$ cat src/rtl/div_unit.sv
// Iterative radix-2 restoring divide/remainder unit (RV32M DIV/DIVU/REM/REMU) feeding the register file write port.
// Optional macro DIV_SIGNED_EN enables signed DIV/REM; otherwise op[0] is ignored and all ops are unsigned.
module div_unit (
    input  logic        clk,
    input  logic        rst_n,
    input  logic        start,
    input  logic        kill,
    input  logic [1:0]  op,
    input  logic [31:0] dividend,
    input  logic [31:0] divisor,
    input  logic [4:0]  rd_in,
    output logic        busy,
    output logic        result_we,
    output logic [4:0]  rd_out,
    output logic [31:0] result,
    output logic [1:0]  dbg_state
);

    // Handshake: start is accepted only on an edge where the unit is IDLE; busy is high
    // from that edge until the edge after result_we, and result_we pulses for exactly one cycle.
    typedef enum logic [1:0] {
        S_IDLE = 2'd0,
        S_CALC = 2'd1,
        S_FIX  = 2'd2,
        S_DONE = 2'd3
    } state_t;

    state_t      r_state;
    logic        r_op_rem;
    logic [4:0]  r_rd;
    logic [31:0] r_dvs;
    logic [31:0] r_rem;
    logic [31:0] r_quo;
    logic [5:0]  r_cnt;
    logic        r_dvz;

    logic [31:0] w_a_in;
    logic [31:0] w_b_in;
    logic [31:0] w_q_fix;
    logic [31:0] w_r_fix;
    logic [32:0] w_rem_sh;
    logic [33:0] w_diff;
    logic        w_ge;
    logic [31:0] w_res;

`ifdef DIV_SIGNED_EN
    logic        r_qneg;
    logic        r_rneg;
    logic        r_ovf;
    logic        w_signed;
    logic        w_a_neg;
    logic        w_b_neg;
    logic        w_ovf_in;

    assign w_signed = ~op[0];
    assign w_a_neg  = w_signed & dividend[31];
    assign w_b_neg  = w_signed & divisor[31];
    assign w_a_in   = w_a_neg ? (32'd0 - dividend) : dividend;
    assign w_b_in   = w_b_neg ? (32'd0 - divisor) : divisor;
    assign w_ovf_in = w_signed & (dividend == 32'h8000_0000) & (divisor == 32'hFFFF_FFFF);
    assign w_q_fix  = r_qneg ? (32'd0 - r_quo) : r_quo;
    assign w_r_fix  = r_rneg ? (32'd0 - r_rem) : r_rem;
`else
    logic        w_unused_op0;

    assign w_unused_op0 = op[0];
    assign w_a_in       = dividend;
    assign w_b_in       = divisor;
    assign w_q_fix      = r_quo;
    assign w_r_fix      = r_rem;
`endif

    // The shifted remainder can need 33 bits when the divisor is >= 2^31, so the
    // trial subtraction keeps a spare bit and the borrow lands in bit 33.
    assign w_rem_sh = {r_rem, r_quo[31]};
    assign w_diff   = {1'b0, w_rem_sh} - {2'b00, r_dvs};
    assign w_ge     = ~w_diff[33];

    always_comb begin
        w_res = r_op_rem ? w_r_fix : w_q_fix;
        if (r_dvz && !r_op_rem) begin
            w_res = 32'hFFFF_FFFF;
        end
`ifdef DIV_SIGNED_EN
        if (r_ovf) begin
            w_res = r_op_rem ? 32'd0 : 32'h8000_0000;
        end
`endif
    end

    assign dbg_state = r_state;

    always_ff @(posedge clk or negedge rst_n) begin
        if (!rst_n) begin
            r_state   <= S_IDLE;
            r_op_rem  <= 1'b0;
            r_rd      <= 5'd0;
            r_dvs     <= 32'd0;
            r_rem     <= 32'd0;
            r_quo     <= 32'd0;
            r_cnt     <= 6'd0;
            r_dvz     <= 1'b0;
`ifdef DIV_SIGNED_EN
            r_qneg    <= 1'b0;
            r_rneg    <= 1'b0;
            r_ovf     <= 1'b0;
`endif
            busy      <= 1'b0;
            result_we <= 1'b0;
            rd_out    <= 5'd0;
            result    <= 32'd0;
        end else if (kill && (r_state != S_IDLE)) begin
            r_state   <= S_IDLE;
            busy      <= 1'b0;
            result_we <= 1'b0;
        end else begin
            case (r_state)
                S_IDLE: begin
                    result_we <= 1'b0;
                    if (start) begin
                        r_state  <= S_CALC;
                        busy     <= 1'b1;
                        r_op_rem <= op[1];
                        r_rd     <= rd_in;
                        r_quo    <= w_a_in;
                        r_dvs    <= w_b_in;
                        r_rem    <= 32'd0;
                        r_cnt    <= 6'd32;
                        r_dvz    <= (divisor == 32'd0);
`ifdef DIV_SIGNED_EN
                        r_qneg   <= w_a_neg ^ w_b_neg;
                        r_rneg   <= w_a_neg;
                        r_ovf    <= w_ovf_in;
`endif
                    end
                end
                S_CALC: begin
                    r_rem <= w_ge ? w_diff[31:0] : w_rem_sh[31:0];
                    r_quo <= {r_quo[30:0], w_ge};
                    r_cnt <= r_cnt - 6'd1;
                    if (r_cnt == 6'd1) begin
                        r_state <= S_FIX;
                    end
                end
                S_FIX: begin
                    result    <= w_res;
                    rd_out    <= r_rd;
                    result_we <= 1'b1;
                    r_state   <= S_DONE;
                end
                S_DONE: begin
                    result_we <= 1'b0;
                    busy      <= 1'b0;
                    r_state   <= S_IDLE;
                end
                default: begin
                    r_state <= S_IDLE;
                    busy    <= 1'b0;
                end
            endcase
        end
    end

endmodule

$ cat config.mk
export PLATFORM = sky130hd
export DESIGN_NAME = div_unit
export DESIGN_NICKNAME = d
export VERILOG_FILES = /design/src/rtl/div_unit.sv
export SDC_FILE = /design/constraint.sdc
export NUM_CORES = 1
export LEC_CHECK = 0
export ABC_AREA = 1
export CORE_MARGIN = 2
export CORE_UTILIZATION = 50
export DETAILED_ROUTE_END_ITERATION = 10
export GPL_ROUTABILITY_DRIVEN = 0
export HOLD_SLACK_MARGIN = 0.03
export PLACE_DENSITY = 0.69
export RECOVER_POWER = 25
export SLEW_MARGIN = 5
export SYNTH_ARGS = -nofsm -noshare
export SYNTH_HDL_FRONTEND = slang
export SYNTH_SLANG_ARGS = --single-unit
$ cat constraint.sdc
create_clock -name clk -period 4.52 [get_ports clk]
set_input_delay 0.904 -clock clk [delete_from_list [all_inputs] [get_ports clk]]
set_output_delay 0.904 -clock clk [all_outputs]
set_load 0.05 [all_outputs]
# Yosys cells after proc, flatten, opt, wreduce, memory -nomap -nowiden
# Index checks and enable logic that the tools add are counted.
dict set report op_classes {
  n_bitwise 2
  n_eq_ne 7
  n_mux 18
  reduce_logical 15
  n_addsub 2
}
# operator n
set ops {}
lappend ops {{two-way mux 32 bit} 5}
lappend ops {{one-hot mux 32 bit (2 select lines)} 2}
lappend ops {{subtractor 33 x 32 -> 34 bit} 1}
lappend ops {{logical NOT 32 bit} 1}
lappend ops {{one-hot mux 6 bit (2 select lines)} 1}
lappend ops {{one-hot mux 2 bit (4 select lines)} 1}
lappend ops {{== test 6 x 1 -> 1 bit (second input constant)} 1}
lappend ops {{two-way mux 2 bit} 3}
lappend ops {{two-way mux 6 bit} 1}
lappend ops {{inequality test 3 bit (second input constant)} 2}
lappend ops {{AND reduction 2 bit} 3}
lappend ops {{AND reduction 3 bit} 2}
lappend ops {{nonzero test 3 bit} 2}
lappend ops {{subtractor 6 x 1 -> 6 bit (second input constant)} 1}
lappend ops {{== test 2 bit (second input constant)} 2}
lappend ops {{one-hot mux 1 bit (2 select lines)} 2}
lappend ops {{nonzero test 2 bit} 2}
lappend ops {{two-way mux 1 bit} 3}
lappend ops {{== test 2 x 1 -> 1 bit (second input constant)} 1}
lappend ops {{logical AND 1 bit} 2}
lappend ops {{logical NOT 2 bit} 1}
lappend ops {{inequality test 2 bit (second input constant)} 1}
lappend ops {{NOT 1 bit} 2}
lappend ops {{OR reduction 2 bit} 1}
lappend ops {{logical NOT 1 bit} 1}
dict set report totals {
  out_inout_bits 41
  wordCells 56
  regBits 150
  inputBits 75
}

# Longest topological paths before layout
# Gate-level depths: netlist of the first run.
dict set report logic_depth {
  ltp_word 4
  ltp_mapped 17
  mapped_depth_nobuf 16
}

# Worst setup path after synthesis of the first run
# Ideal clock, no wire load.
dict set report synth_path {
  path_type {reg-to-reg}
  startpoint {register r_state[0] (netlist: dbg_state[0])}
  endpoint {register r_quo[10]}
  period_less_slack_ns 2.084
  setup_time_ns 0.130
  path_buffers 2
  path_stages_with_launch 13
  t_required_ns 4.390
  setup_slack_ns 2.436
  arrival_time_ns 1.954
  path_cell_list {dfrtp_1 -> inv_1 -> ha_1 -> inv_2 -> nand2_1 -> inv_1 -> nor2_2 -> inv_2 -> a21oi_4 -> buf_4 -> buf_4 -> o211ai_1 -> o21ai_0}
}
dict set report synth_between {
  elab_chain_cells 4
  word_cells_on_any_way 9
  cone_classes {eq/ne: 2; mux: 1; bitwise: 1; reduce/logical: 5}
}
# item line_no
set synth_rtl {}
lappend synth_rtl {{from (decl)} 28} ;# state_t r_state;
lappend synth_rtl {{from (signal assigned)} 95} ;# r_state <= S_IDLE;
lappend synth_rtl {{from (signal assigned)} 113} ;# r_state <= S_IDLE;
lappend synth_rtl {{from (signal assigned)} 121} ;# r_state <= S_CALC;
lappend synth_rtl {{branches (longest 4 deep; another with AND reduction 3 bit)} -}
lappend synth_rtl {{to (signal assigned)} 125} ;# r_quo <= w_a_in;
lappend synth_rtl {{to (signal assigned)} 139} ;# r_quo <= {r_quo[30:0], w_ge};
lappend synth_rtl {{to (decl)} 33} ;# logic [31:0] r_quo;
# Parallel ways; which one is timed is not known.
# A chain may end at the register's enable or synchronous reset.

==> results of run 1 <==
==> tightest hold or removal path, stage by stage, from the launching register on <==
cell and delay (ps):
dfrtp_1 350, nand2_1 50, nand2_1 50
==> cell families (layout without fill, tap and decap cells) <==
group / Yosys count / after routing / synth area share
buf+inv: 296 / 401 / 0.124
fa+ha+maj: 39 / 39 / 0.0517
compound gates: 194 / 194 / 0.113
flops: 150 / 150 / 0.392
simple gates: 696 / 696 / 0.306
xor+xnor: 15 / 15 / 0.0137
==> stage by stage <==
stage          worst slack (ps)  cells  instance area (sq um)  power, mW
2_1_floorplan              2440   1390                   9580       7.00
3_3_place_gp               1350   1697                  10800       8.43
3_5_place_dp               1270   1697                  10800       8.54
4_1_cts                    1690   1729                  11500       10.2
5_1_grt                     925   1729                  11500       11.1
6_report                   1550   1729                  11500       10.2
==> metal layers <==
metal,track usage,part of all wire,up-vias
met1,0.385,0.47,4130
met4,0.0803,0.023,0
met2,0.432,0.46,254
met3,0.0444,0.055,43
met5,0,0,-
li1,-,-,4520
==> cells in the final DEF, fill, tap and decap left out, drive strengths merged, types with 4 or more instances in the layout <==
cell type / instances
dfrtp: 150
ha: 38
bufinv: 4
xnor2: 13
nand4: 16
nand3: 85
o211ai: 24
nor3: 10
a21oi: 75
clkdlybuf4s50: 113
o21ai: 78
nand3b: 15
nand2: 442
buf: 9
nor2: 119
inv: 253
clkbuf: 20
a31oi: 11
==> final timing paths <==
path | startpoint | endpoint | slack (ps) | cells past startpoint
worst max-delay path | rst_n | result[1] | 1550 | 1
worst min-delay path | rd_out[4] | rd_out[4] | 480 | 2
worst max register to register | dbg_state[0] | r_cnt[5] | 1660 | 13
worst min register to register | rd_out[4] | rd_out[4] | 480 | 2
max in group clk | dbg_state[0] | r_cnt[5] | 1660 | 13
min in group asynchronous | rst_n | r_dvs[18] | 1360 | 1
==> where the power goes <==
part / switching (mW) / leakage, nW / internal [mW] / total, mW
Combinational: 4.18 / 3.87 / 2.05 / 6.23
Sequential: 0.408 / 1.83 / 1.97 / 2.37
Clock: 0.644 / 0.328 / 0.977 / 1.62
Total: 5.23 / 6.03 / 4.99 / 10.2
==> cell type report <==
cell class	instances	area [sq um]	share of cell area
clock inverter	13	208	0.0181
tap	234	293	0.0255
inverter	246	923	0.0803
clock buffer	19	453	0.0394
sequential	150	3750	0.327
timing repair buffer	123	1220	0.106
multi-input combinational	944	4650	0.404
==> sequential cells by signal (all words and copies together) (netlist names) <==
| name | flops |
|---|---|
| r_dvs | 32 |
| r_quo | 32 |
| r_rem | 32 |
| result | 32 |
| r_cnt | 6 |
| r_rd | 5 |
| rd_out | 5 |
| dbg_state | 2 |
| busy | 1 |
| r_dvz | 1 |
| r_op_rem | 1 |
| result_we | 1 |
==> results_dict.tcl, run 1 <==
set metrics [dict create \
    status "finished with violations" \
    violations "capacitance limit, slew limit" \
    finalClockSkew_ps 11.2 \
    timing_worst_setup_path_type "in -> async" \
    synthFlopType "dfrtp_1" \
    clockBufferDepth 2 \
    numPortBuffers 114 \
    die-area_sq_um 20300 \
    min_path_type "reg -> reg" \
    relSlewSlack -0.855 \
    finish.utilization 0.613 \
    slowest_stage "clkbuf_2" \
    setup_viol 0 \
    post-dp-hpwl_mm 19.2 \
    grt_pass1_wl_mm 43.1 \
    drt_iter0_markers 876 \
    fill_cells 1748 \
    rsz0062_at_grt "false" \
    synth_seq_cells 150 \
    synth_area_leaders "dfrtp_1 39%, nand2_1 17%, inv_1 9.3%, ha_1 5.0%, nand3_1 4.4%" \
    drive_gt1_frac 0.0522 \
    yosysMostFrequentCell "nand2_1" \
    avgSynthCellArea_sq_um 6.89 \
    yosysSeqAreaShare 0.392 \
    hold_violations 0 \
    nets 1596 \
    area_growth_pct 20.0 \
    syn_area_sq_um 9580 \
    yosysWarnings 0 \
    power.density_nw_per_um2 889 \
    die_x_microns 142 \
    cts_made_buffers 17 \
    tns_ps 0 \
    critPathArrivalTime_ps 2910 \
    min_period_ps 2970 \
    coreArea_sq_um 18800 \
    grt_pass1_vias 8301 \
    syn_nets 1504 \
    synth_top_cell_by_area "dfrtp_1" \
    ir_drop_uv 530 \
    cts_hold_buf 0 \
    clkLatencyLatePin_ps 430 \
    antennaDiodeCount 0 \
    maxSlewViolCount 108 \
    synth-async-reset-ratio 1.00 \
    pin_count 116 \
    drc 0 \
    htreeDepth 4 \
    crit_family "buffers and inverters" \
    rows 50 \
    required_ps 4460 \
    start_util 0.510 \
    finalCritPeriodShare 0.658 \
    drt.antenna.violating_nets 0 \
    num_vias 8947 \
    dr.pass1.iters 6 \
    path_clk_slew_ps 70 \
    clkSinkCount 150 \
    cts-resized-gates 0 \
    fmax_mhz 336 \
    crit_chain "clkbuf_2" \
    synth_edf_count 0 \
    grt.total_usage 0.272 \
    antenna_found_initial 0 \
    cts_setup_buffers 0 \
    routed_via_density 5.17 \
    maxCapViolations 1 \
    synthDistinctLibCells 43 \
    worstMarginPinSlew_ps 2780 \
    drt-wirelength-per-cell_microns 15.3 \
    syn_inst 1390 \
    grt_overflow 0 \
    path_buf_inv 1 \
    synth_top_area_frac 0.392 \
    cts_tree "built" \
    cts_root_buf "clkbuf_16" \
    die_h_microns 142 \
    routed_wl_mm 26.5 \
    p_leak_nw 6.03 \
    whs_ps 482 \
    synthTopCellsByCount "434 x nand2_1, 237 x inv_1, 150 x dfrtp_1, 112 x nor2_1, 84 x nand3_1" \
    cpPeakStageDelay_ps 1920 \
    cp-end-kind "async pin" \
    critPathMaxFanout 108 \
    startpoint_type "primary input" \
    grt_max_degree 109 \
]
(Power assumes the default switching activity.)
==> run 2, diff against run 1 <==
PLACE_DENSITY = 0.72   (was 0.69)
clock period = 2.6 ns   (was 4.52 ns; I/O delays follow)
==> run 2 against run 1 <==
Net effect:
- the run still ends with capacitance limit, slew limit left
- first-iteration DRC count decreased by 17%
- non-clock buffer count rose by 15
- sequential power grew 74%
- worst hold slack worse by 24 ps
- global-route usage is 0.24 points higher
- die area stayed put
- core utilization is 0.54 points higher
- critical path depth increased by 10
- critical path type is now reg -> reg
==> results_dict.tcl, run 2 (synthesis gave the netlist of run 1 again) <==
set metrics [dict create \
    rsz0062_at_grt "false" \
    grt.total_usage 0.274 \
    cts_made_buffers 17 \
    relSlewSlack -0.0348 \
    num_vias 9048 \
    status "finished with violations" \
    numPortBuffers 114 \
    power.density_nw_per_um2 1540 \
    setup_viol 0 \
    whs_ps 458 \
    startpoint_type "register" \
    cp-startpoint "r_rem[28]" \
    htreeDepth 4 \
    p_leak_nw 6.07 \
    drt_iter0_markers 728 \
    critPathMaxFanout 19 \
    rows 50 \
    pin_count 116 \
    slowest_stage "dfrtp_1" \
    switchingPower_mw 9.19 \
    power.share.clock 0.145 \
    p_comb_frac 0.623 \
    drt-wirelength-per-cell_microns 15.2 \
    min_period_ps 2360 \
    cts-resized-gates 0 \
    reg2reg_depth 11 \
    rr_endpoint "r_rem[0]" \
    layout_commonest_cell "nand2_1" \
    r2r_start "r_rem[28]" \
    post-dp-hpwl_mm 19.9 \
    crit_family "simple AND/OR/NAND/NOR gates" \
    worstMarginPinSlew_ps 1550 \
    dpl_worst_slack_ps 289 \
    routed_via_density 5.19 \
    clkSinkCount 150 \
    grt_overflow 0 \
    critPathArrivalTime_ps 2660 \
    drive_gt1_frac 0.0623 \
    finish.utilization 0.618 \
    r2r_setup_slack_ps 240 \
    cts_root_buf "clkbuf_16" \
    maxCapViolations 1 \
    finalCritPeriodShare 0.908 \
    ir_drop_uv 701 \
    die_x_microns 142 \
    area_growth_pct 21.1 \
    routed_wl_mm 26.6 \
    drc 0 \
    cpMostUsedCell "nand2_1" \
    finalClockSkew_ps 11.9 \
    violations "capacitance limit, slew limit" \
    hold_violations 0 \
    path_buf_inv 1 \
    fin_ws_ps 239 \
    mostFrequentLayoutCells "433 x nand2_1, 237 x inv_1, 149 x dfrtp_1" \
    timing_worst_setup_path_type "reg -> reg" \
    grt_pass1_wl_mm 43.2 \
    crit_chain "ha_1 -> nand2_1 -> nor3_2 -> nand2_1 -> nor2_2 -> nor2_8 -> nand2_4 -> buf_4 -> nand2_1 -> nand3_1 -> o21ai_0" \
    die_h_microns 142 \
    seqPwrFrac 0.231 \
    drt.antenna.violating_nets 0 \
    antenna_found_initial 0 \
    dr.pass1.iters 5 \
    p_int_mw 8.68 \
    required_ps 2900 \
    placed_cells 1712 \
    fmax_mhz 424 \
    cpPeakStageDelay_ps 470 \
    nets 1611 \
    path_clk_slew_ps 70 \
    min_path_type "in -> async" \
    cts_tree "built" \
    cts_setup_buffers 0 \
    coreArea_sq_um 18800 \
    cp-end-kind "register" \
    swShare 0.514 \
    maxSlewViolCount 58 \
    clkLatencyLatePin_ps 430 \
    clockBufferDepth 2 \
    grt_max_degree 61 \
    instances_no_fill 1744 \
    tns_ps 0 \
    grt_pass1_vias 8465 \
    start_util 0.510 \
    die-area_sq_um 20300 \
    cts_hold_buf 0 \
    antennaDiodeCount 0 \
]
[run 2: worst max-delay path by stage]
stage / to / slack, ps / depth (start not counted)
floorplan: r_quo[10] / 520 / 12
global placement: r_rem[0] / 360 / 11
detailed placement: r_rem[0] / 290 / 11
CTS: r_rem[0] / 250 / 11
global route: r_rem[26] / 90 / 17
finish: r_rem[0] / 240 / 11
[run 2: power by group through the flow]
stage	combinational [mW]	sequential [mW]	clock (mW)
floorplan	7.20	4.97	0
global placement	10.8	4.13	0
detailed placement	11.0	4.15	0
CTS	11.0	4.13	2.63
global route	12.4	4.24	2.74
finish	11.1	4.13	2.60
[run 2: per-layer routing]
| metal | vias up | part of all wire | track usage | wire [microns] |
|---|---|---|---|---|
| li1 | 4555 | - | - | - |
| met1 | 4133 | 0.45 | 0.374 | 11900 |
| met2 | 311 | 0.47 | 0.451 | 12400 |
| met3 | 49 | 0.057 | 0.0367 | 1510 |
| met4 | 0 | 0.029 | 0.0974 | 767 |
| met5 | - | 0 | 0 | 0 |
[run 2: worst register-to-register path: cells and delay by family, from the launching register on]
family | cells | cell delay [ps]
fa+ha+maj | 1 | 440
flops | 1 | 470
compound gates | 1 | 90
simple gates | 8 | 980
buf+inv | 1 | 230
[run 2: area by class of cell]
class	count	area, sq um
clock buffers	17	425
fillers	1758	7170
clock inverters	15	186
inverters	246	923
multi-input cells	944	4650
well taps	234	293
flip-flops and latches	150	3750
repair buffers	138	1370
[run 2: through the flow]
stage | total power [mW] | cell area, sq um
6_report | 17.9 | 11600
5_1_grt | 19.4 | 11600
4_1_cts | 17.8 | 11600
3_5_place_dp | 15.1 | 11000
3_3_place_gp | 14.9 | 11000
2_1_floorplan | 12.2 | 9580
==> run 3, diff against run 2 <==
HOLD_SLACK_MARGIN = 0.05   (was 0.03)
SETUP_SLACK_MARGIN = 0.05   (was unset)
==> results of run 3 <==
The final DEF is identical to that of run 2; final timing and power are the same.
==> edit 1 (settings of run 2) <==
Register the inputs `start`, `kill` and `rd_in` before use. The logic sees them one clock later. The other inputs are not delayed to match.
--- a/src/rtl/div_unit.sv
+++ b/src/rtl/div_unit.sv
@@ -24,6 +24,16 @@
         S_FIX  = 2'd2,
         S_DONE = 2'd3
     } state_t;
+
+    logic start_q;
+    logic kill_q;
+    logic [4:0] rd_q;
+
+    always_ff @(posedge clk) begin
+        start_q <= start;
+        kill_q  <= kill;
+        rd_q    <= rd_in;
+    end
 
     state_t      r_state;
     logic        r_op_rem;
@@ -109,7 +119,7 @@
             result_we <= 1'b0;
             rd_out    <= 5'd0;
             result    <= 32'd0;
-        end else if (kill && (r_state != S_IDLE)) begin
+        end else if (kill_q && (r_state != S_IDLE)) begin
             r_state   <= S_IDLE;
             busy      <= 1'b0;
             result_we <= 1'b0;
@@ -117,11 +127,11 @@
             case (r_state)
                 S_IDLE: begin
                     result_we <= 1'b0;
-                    if (start) begin
+                    if (start_q) begin
                         r_state  <= S_CALC;
                         busy     <= 1'b1;
                         r_op_rem <= op[1];
-                        r_rd     <= rd_in;
+                        r_rd     <= rd_q;
                         r_quo    <= w_a_in;
                         r_dvs    <= w_b_in;
                         r_rem    <= 32'd0;
Check against the original RTL: not equivalent (Yosys sat finds a counterexample within 4 cycles, from zero or initial values and one cycle with rst_n low).
==> edit 1 against run 2 <==
- worst setup slack got worse by 0.022 ns
- synthesized area rose by 0.30%
- critical path depth rose by 2
- power fell by 21%
- wire length fell by 2.7%
- final area rose by 0.99%
- non-clock buffer count rose by 10
- sequential cell count rose by 7
- critical endpoint is now r_rem[6]
==> edit 1: results (changes against run 2) <==
status -> completed (was finished with violations)
Combinational Power -> 7.32 mW (was 11.1 mW)
Routed WL per cell -> 14.8 um (was 15.2 um)
worst-path fanout max -> 18 (was 19)
max incr delay on CP -> 0.43 ns (was 0.47 ns)
static leakage -> 6.11 nW (was 6.07 nW)
Net Count, Synth -> 1494 (was 1504)
Mapped Cells -> 1380 (was 1390)
Max VDD drop -> 1.26 mV (was 0.701 mV)
first drt pass iteration count -> 7 (was 5)
Synth cell types -> 41 (was 43)
asr flop ratio synth -> 0.955 (was 1.00)
Switching Fraction -> 0.467 (was 0.514)
Worst Setup EP -> r_rem[6] (was r_rem[0])
clk_skew -> 0.0116 ns (was 0.0119 ns)
sequential fraction of the synthesis area -> 0.405 (was 0.392)
top cells by area, synth -> dfrtp_1 (39%), nand2_1 (20%), inv_1 (7.6%), ha_1 (4.9%), nor2_1 (4.5%) (was dfrtp_1 (39%), nand2_1 (17%), inv_1 (9.3%), ha_1 (5.0%), nand3_1 (4.4%))
vias in the first global route -> 8795 (was 8465)
pin count of the biggest net entering global routing -> 74 (was 61)
Setup WS pre-CTS -> 0.268 ns (was 0.289 ns)
vias -> 9143 (was 9048)
Int Power -> 7.48 mW (was 8.68 mW)
setup ws final -> 0.218 ns (was 0.239 ns)
Cell Area, Placed -> 11100 sq um (was 11000 sq um)
Worst Setup SP -> r_rem[11] (was r_rem[28])
CP arrival -> 2.69 ns (was 2.66 ns)
Final Hold Slack -> 0.345 ns (was 0.458 ns)
adder-cell area share of the yosys netlist -> 0.0516 (was 0.0517)
NumNets Final -> 1610 (was 1611)
Synth top cells by count -> nand2_1 (506), inv_1 (194), dfrtp_1 (150) (was nand2_1 (434), inv_1 (237), dfrtp_1 (150))
[edit 1: final cells by class]
cell class / instances / area [sq um] / share of cell area
well taps: 234 / 293 / 0.0250
multi-input cells: 967 / 4690 / 0.400
clock inverters: 11 / 183 / 0.0156
flip-flops and latches: 157 / 3890 / 0.332
inverters: 205 / 769 / 0.0657
repair buffers: 148 / 1440 / 0.123
clock buffers: 21 / 450 / 0.0385
[edit 1: cells by family (layout without fill, tap and decap cells)]
group	after synthesis	count (layout)
adders and majority gates	39	39
AOI/OAI and AO/OA	145	145
DFF	157	157
buffers and inverters	256	385
xor gates and xnor gates	15	15
and+or+nand+nor	768	768
[edit 1: per-layer routing]
layer,GRT usage,share of wire,up-vias
met3,0.0392,0.050,61
li1,-,-,4562
met5,0,0,-
met1,0.340,0.43,4262
met4,0.113,0.036,0
met2,0.450,0.49,258
==> edit 2 (settings of run 2) <==
Made on the original files. The option `DIV_SIGNED_EN` is turned on by a define.
--- a/src/rtl/div_unit.sv
+++ b/src/rtl/div_unit.sv
@@ -1,5 +1,7 @@
 // Iterative radix-2 restoring divide/remainder unit (RV32M DIV/DIVU/REM/REMU) feeding the register file write port.
 // Optional macro DIV_SIGNED_EN enables signed DIV/REM; otherwise op[0] is ignored and all ops are unsigned.
+`define DIV_SIGNED_EN
+
 module div_unit (
     input  logic        clk,
     input  logic        rst_n,
Behaviour: no difference found for any inputs over 10 cycles, from zero or initial values and one cycle with rst_n low; that may be too few to reach the edited logic, so the function may still have changed.
==> edit 2 against run 2 <==
- synthesized area up 36%
- worst setup slack worse by 0.017 ns
- first-iteration DRC count up 120%
- sequential cell count up 3
- die area up 35%
- wire length up 64%
- critical path depth up 3
- power up 18%
- cell count up 48%
- final area up 32%
- fmax down 0.73%
- hold slack better by 0.012 ns
- sequential share of layout area down 7.3 points
==> edit 2: results (changes against run 2) <==
status -> completed (was finished with violations)
Total GRT Usage -> 0.322 (was 0.274)
Starting DRT DRC Count -> 1611 (was 728)
Synth top cells by count -> nand2_1 (647), inv_1 (281), nand3_1 (269) (was nand2_1 (434), inv_1 (237), dfrtp_1 (150))
clk_skew -> 0.0152 ns (was 0.0119 ns)
HPWL Detailed -> 34.3 mm (was 19.9 mm)
Worst Hold Class -> reg -> reg (was in -> async)
Layout area overhead -> 16.8% (was 21.1%)
reg2reg setup slack -> 0.22 ns (was 0.24 ns)
reg2reg path depth -> 14 (was 11)
pin count of the biggest net entering global routing -> 44 (was 61)
static leakage -> 7.74 nW (was 6.07 nW)
layout cells sized above 1 -> 0.0553 (was 0.0623)
Worst Setup SP -> r_quo[31] (was r_rem[28])
Period minus WS final -> 2.38 ns (was 2.36 ns)
Cell Area, Placed -> 14700 sq um (was 11000 sq um)
NumNets Final -> 2347 (was 1611)
vias in the first global route -> 13300 (was 8465)
quantity of I/O buffers inserted on ports -> 115 (was 114)
worst-path fanout max -> 4 (was 19)
vias -> 14600 (was 9048)
Worst-Skew Late Latency -> 0.44 ns
FF-to-FF End -> r_rem[16] (was r_rem[0])
number of diodes -> 0 (unchanged)
Net Count, Synth -> 2236 (was 1504)
Synth cell types -> 51 (was 43)
# fillers -> 2529 (was 1758)
initial antenna violation count -> 0 (unchanged)
sequential fraction of the synthesis area -> 0.293 (was 0.392)
Max VDD drop -> 1.01 mV (was 0.701 mV)
worst-margin pin slew -> 0.967 ns (was 1.55 ns)
first-pass GRT wire length -> 68.7 mm (was 43.2 mm)
first drt pass iteration count -> 6 (was 5)
Routed WL per cell -> 16.9 um (was 15.2 um)
area share of the largest cell type after synthesis -> 0.293 (was 0.392)
top cells by area, synth -> dfrtp_1 (29%), nand2_1 (19%), nand3_1 (10%), inv_1 (8.1%), o21ai_0 (5.4%) (was dfrtp_1 (39%), nand2_1 (17%), inv_1 (9.3%), ha_1 (5.0%), nand3_1 (4.4%))
[edit 2: cell count changes in the layout (fill, tap and decap cells not counted), moves of 8 or more]
cell / change
nand3_1: +184
nand4_1: +19
xor2_1: +29
o22ai_1: +8
a21oi_1: +18
buf_4: +18
nand3b_1: -10
nor2_1: +70
nor3_1: +18
a31oi_1: -9
o21ai_1: +15
nand2_1: +214
o21ai_0: +72
inv_1: +44
[edit 2: area by class of cell]
cell class,instances,area share
Multi-Input combinational cell,1607,0.515
Sequential cell,153,0.251
Timing Repair Buffer,157,0.0971
Inverter,292,0.0719
Clock buffer,18,0.0281
Tap cell,335,0.0275
Clock inverter,14,0.00911
[edit 2: cell families after synthesis]
| group | synth area share |
|---|---|
| AND/OR/NAND/NOR | 0.396 |
| AO/OA/AOI/OAI | 0.128 |
| buffers and inverters | 0.107 |
| flip-flops | 0.293 |
| adder cells (fa/ha/maj) | 0.0427 |
| XOR/XNOR | 0.0329 |
[edit 2: worst min path at each step]
| stage | from | cells past startpoint | end | slack [ns] |
|---|---|---|---|---|
| 2_1_floorplan | rst_n | 0 | busy | 0.22 |
| 3_5_place_dp | rst_n | 1 | r_rem[1] | 0.46 |
| 5_1_grt | result[28] | 2 | result[28] | 0.50 |
| 3_3_place_gp | rst_n | 1 | r_rem[1] | 0.45 |
| 6_report | r_rd[1] | 2 | rd_out[1] | 0.47 |
| 4_1_cts | r_rd[1] | 2 | rd_out[1] | 0.47 |
[edit 2: layer usage]
metal,share of wire,routed length (um),global-route usage,vias up
met5,0,0,0,-
met4,0.037,1610,0.128,0
met3,0.097,4210,0.0749,111
met2,0.43,18600,0.477,734
met1,0.44,19100,0.453,6702
li1,-,-,-,7078
[edit 2: metrics by stage]
stage               hold slack (ns)  cells
CTS                           0.473   2576
global placement              0.453   2543
detailed placement            0.457   2543
global route                  0.498   2576
floorplan                     0.224   2117
finish                        0.470   2576
[edit 2: worst max-delay path, cell delays in order (launching register included)]
cell and delay [ns]:
dfrtp_1 0.40, inv_1 0.10, ha_2 0.23, inv_1 0.11, fa_1 0.40, nand3_1 0.12, nand3_2 0.12, nand2_1 0.08
nand3_1 0.15, nand2_1 0.10, nand2_1 0.06, xnor2_1 0.19, nand2_1 0.08, nand3_1 0.07, nand2_1 0.05
[edit 2: power by group]
part           leakage [nW]  total, mW  switching (mW)  internal [mW]
Clock                 0.276       2.48            1.14           1.34
Combinational          5.54       14.1            9.52           4.61
Sequential             1.93       4.41           0.952           3.46
Total                  7.74       21.0            11.6           9.41
[edit 2: what timing repair did]
item | CTS | global route
setup endpoints to repair | 0 | 4
hold endpoints to repair | 34 | 0
hold buffers | 1 | 0
gates resized for setup | 0 | 4
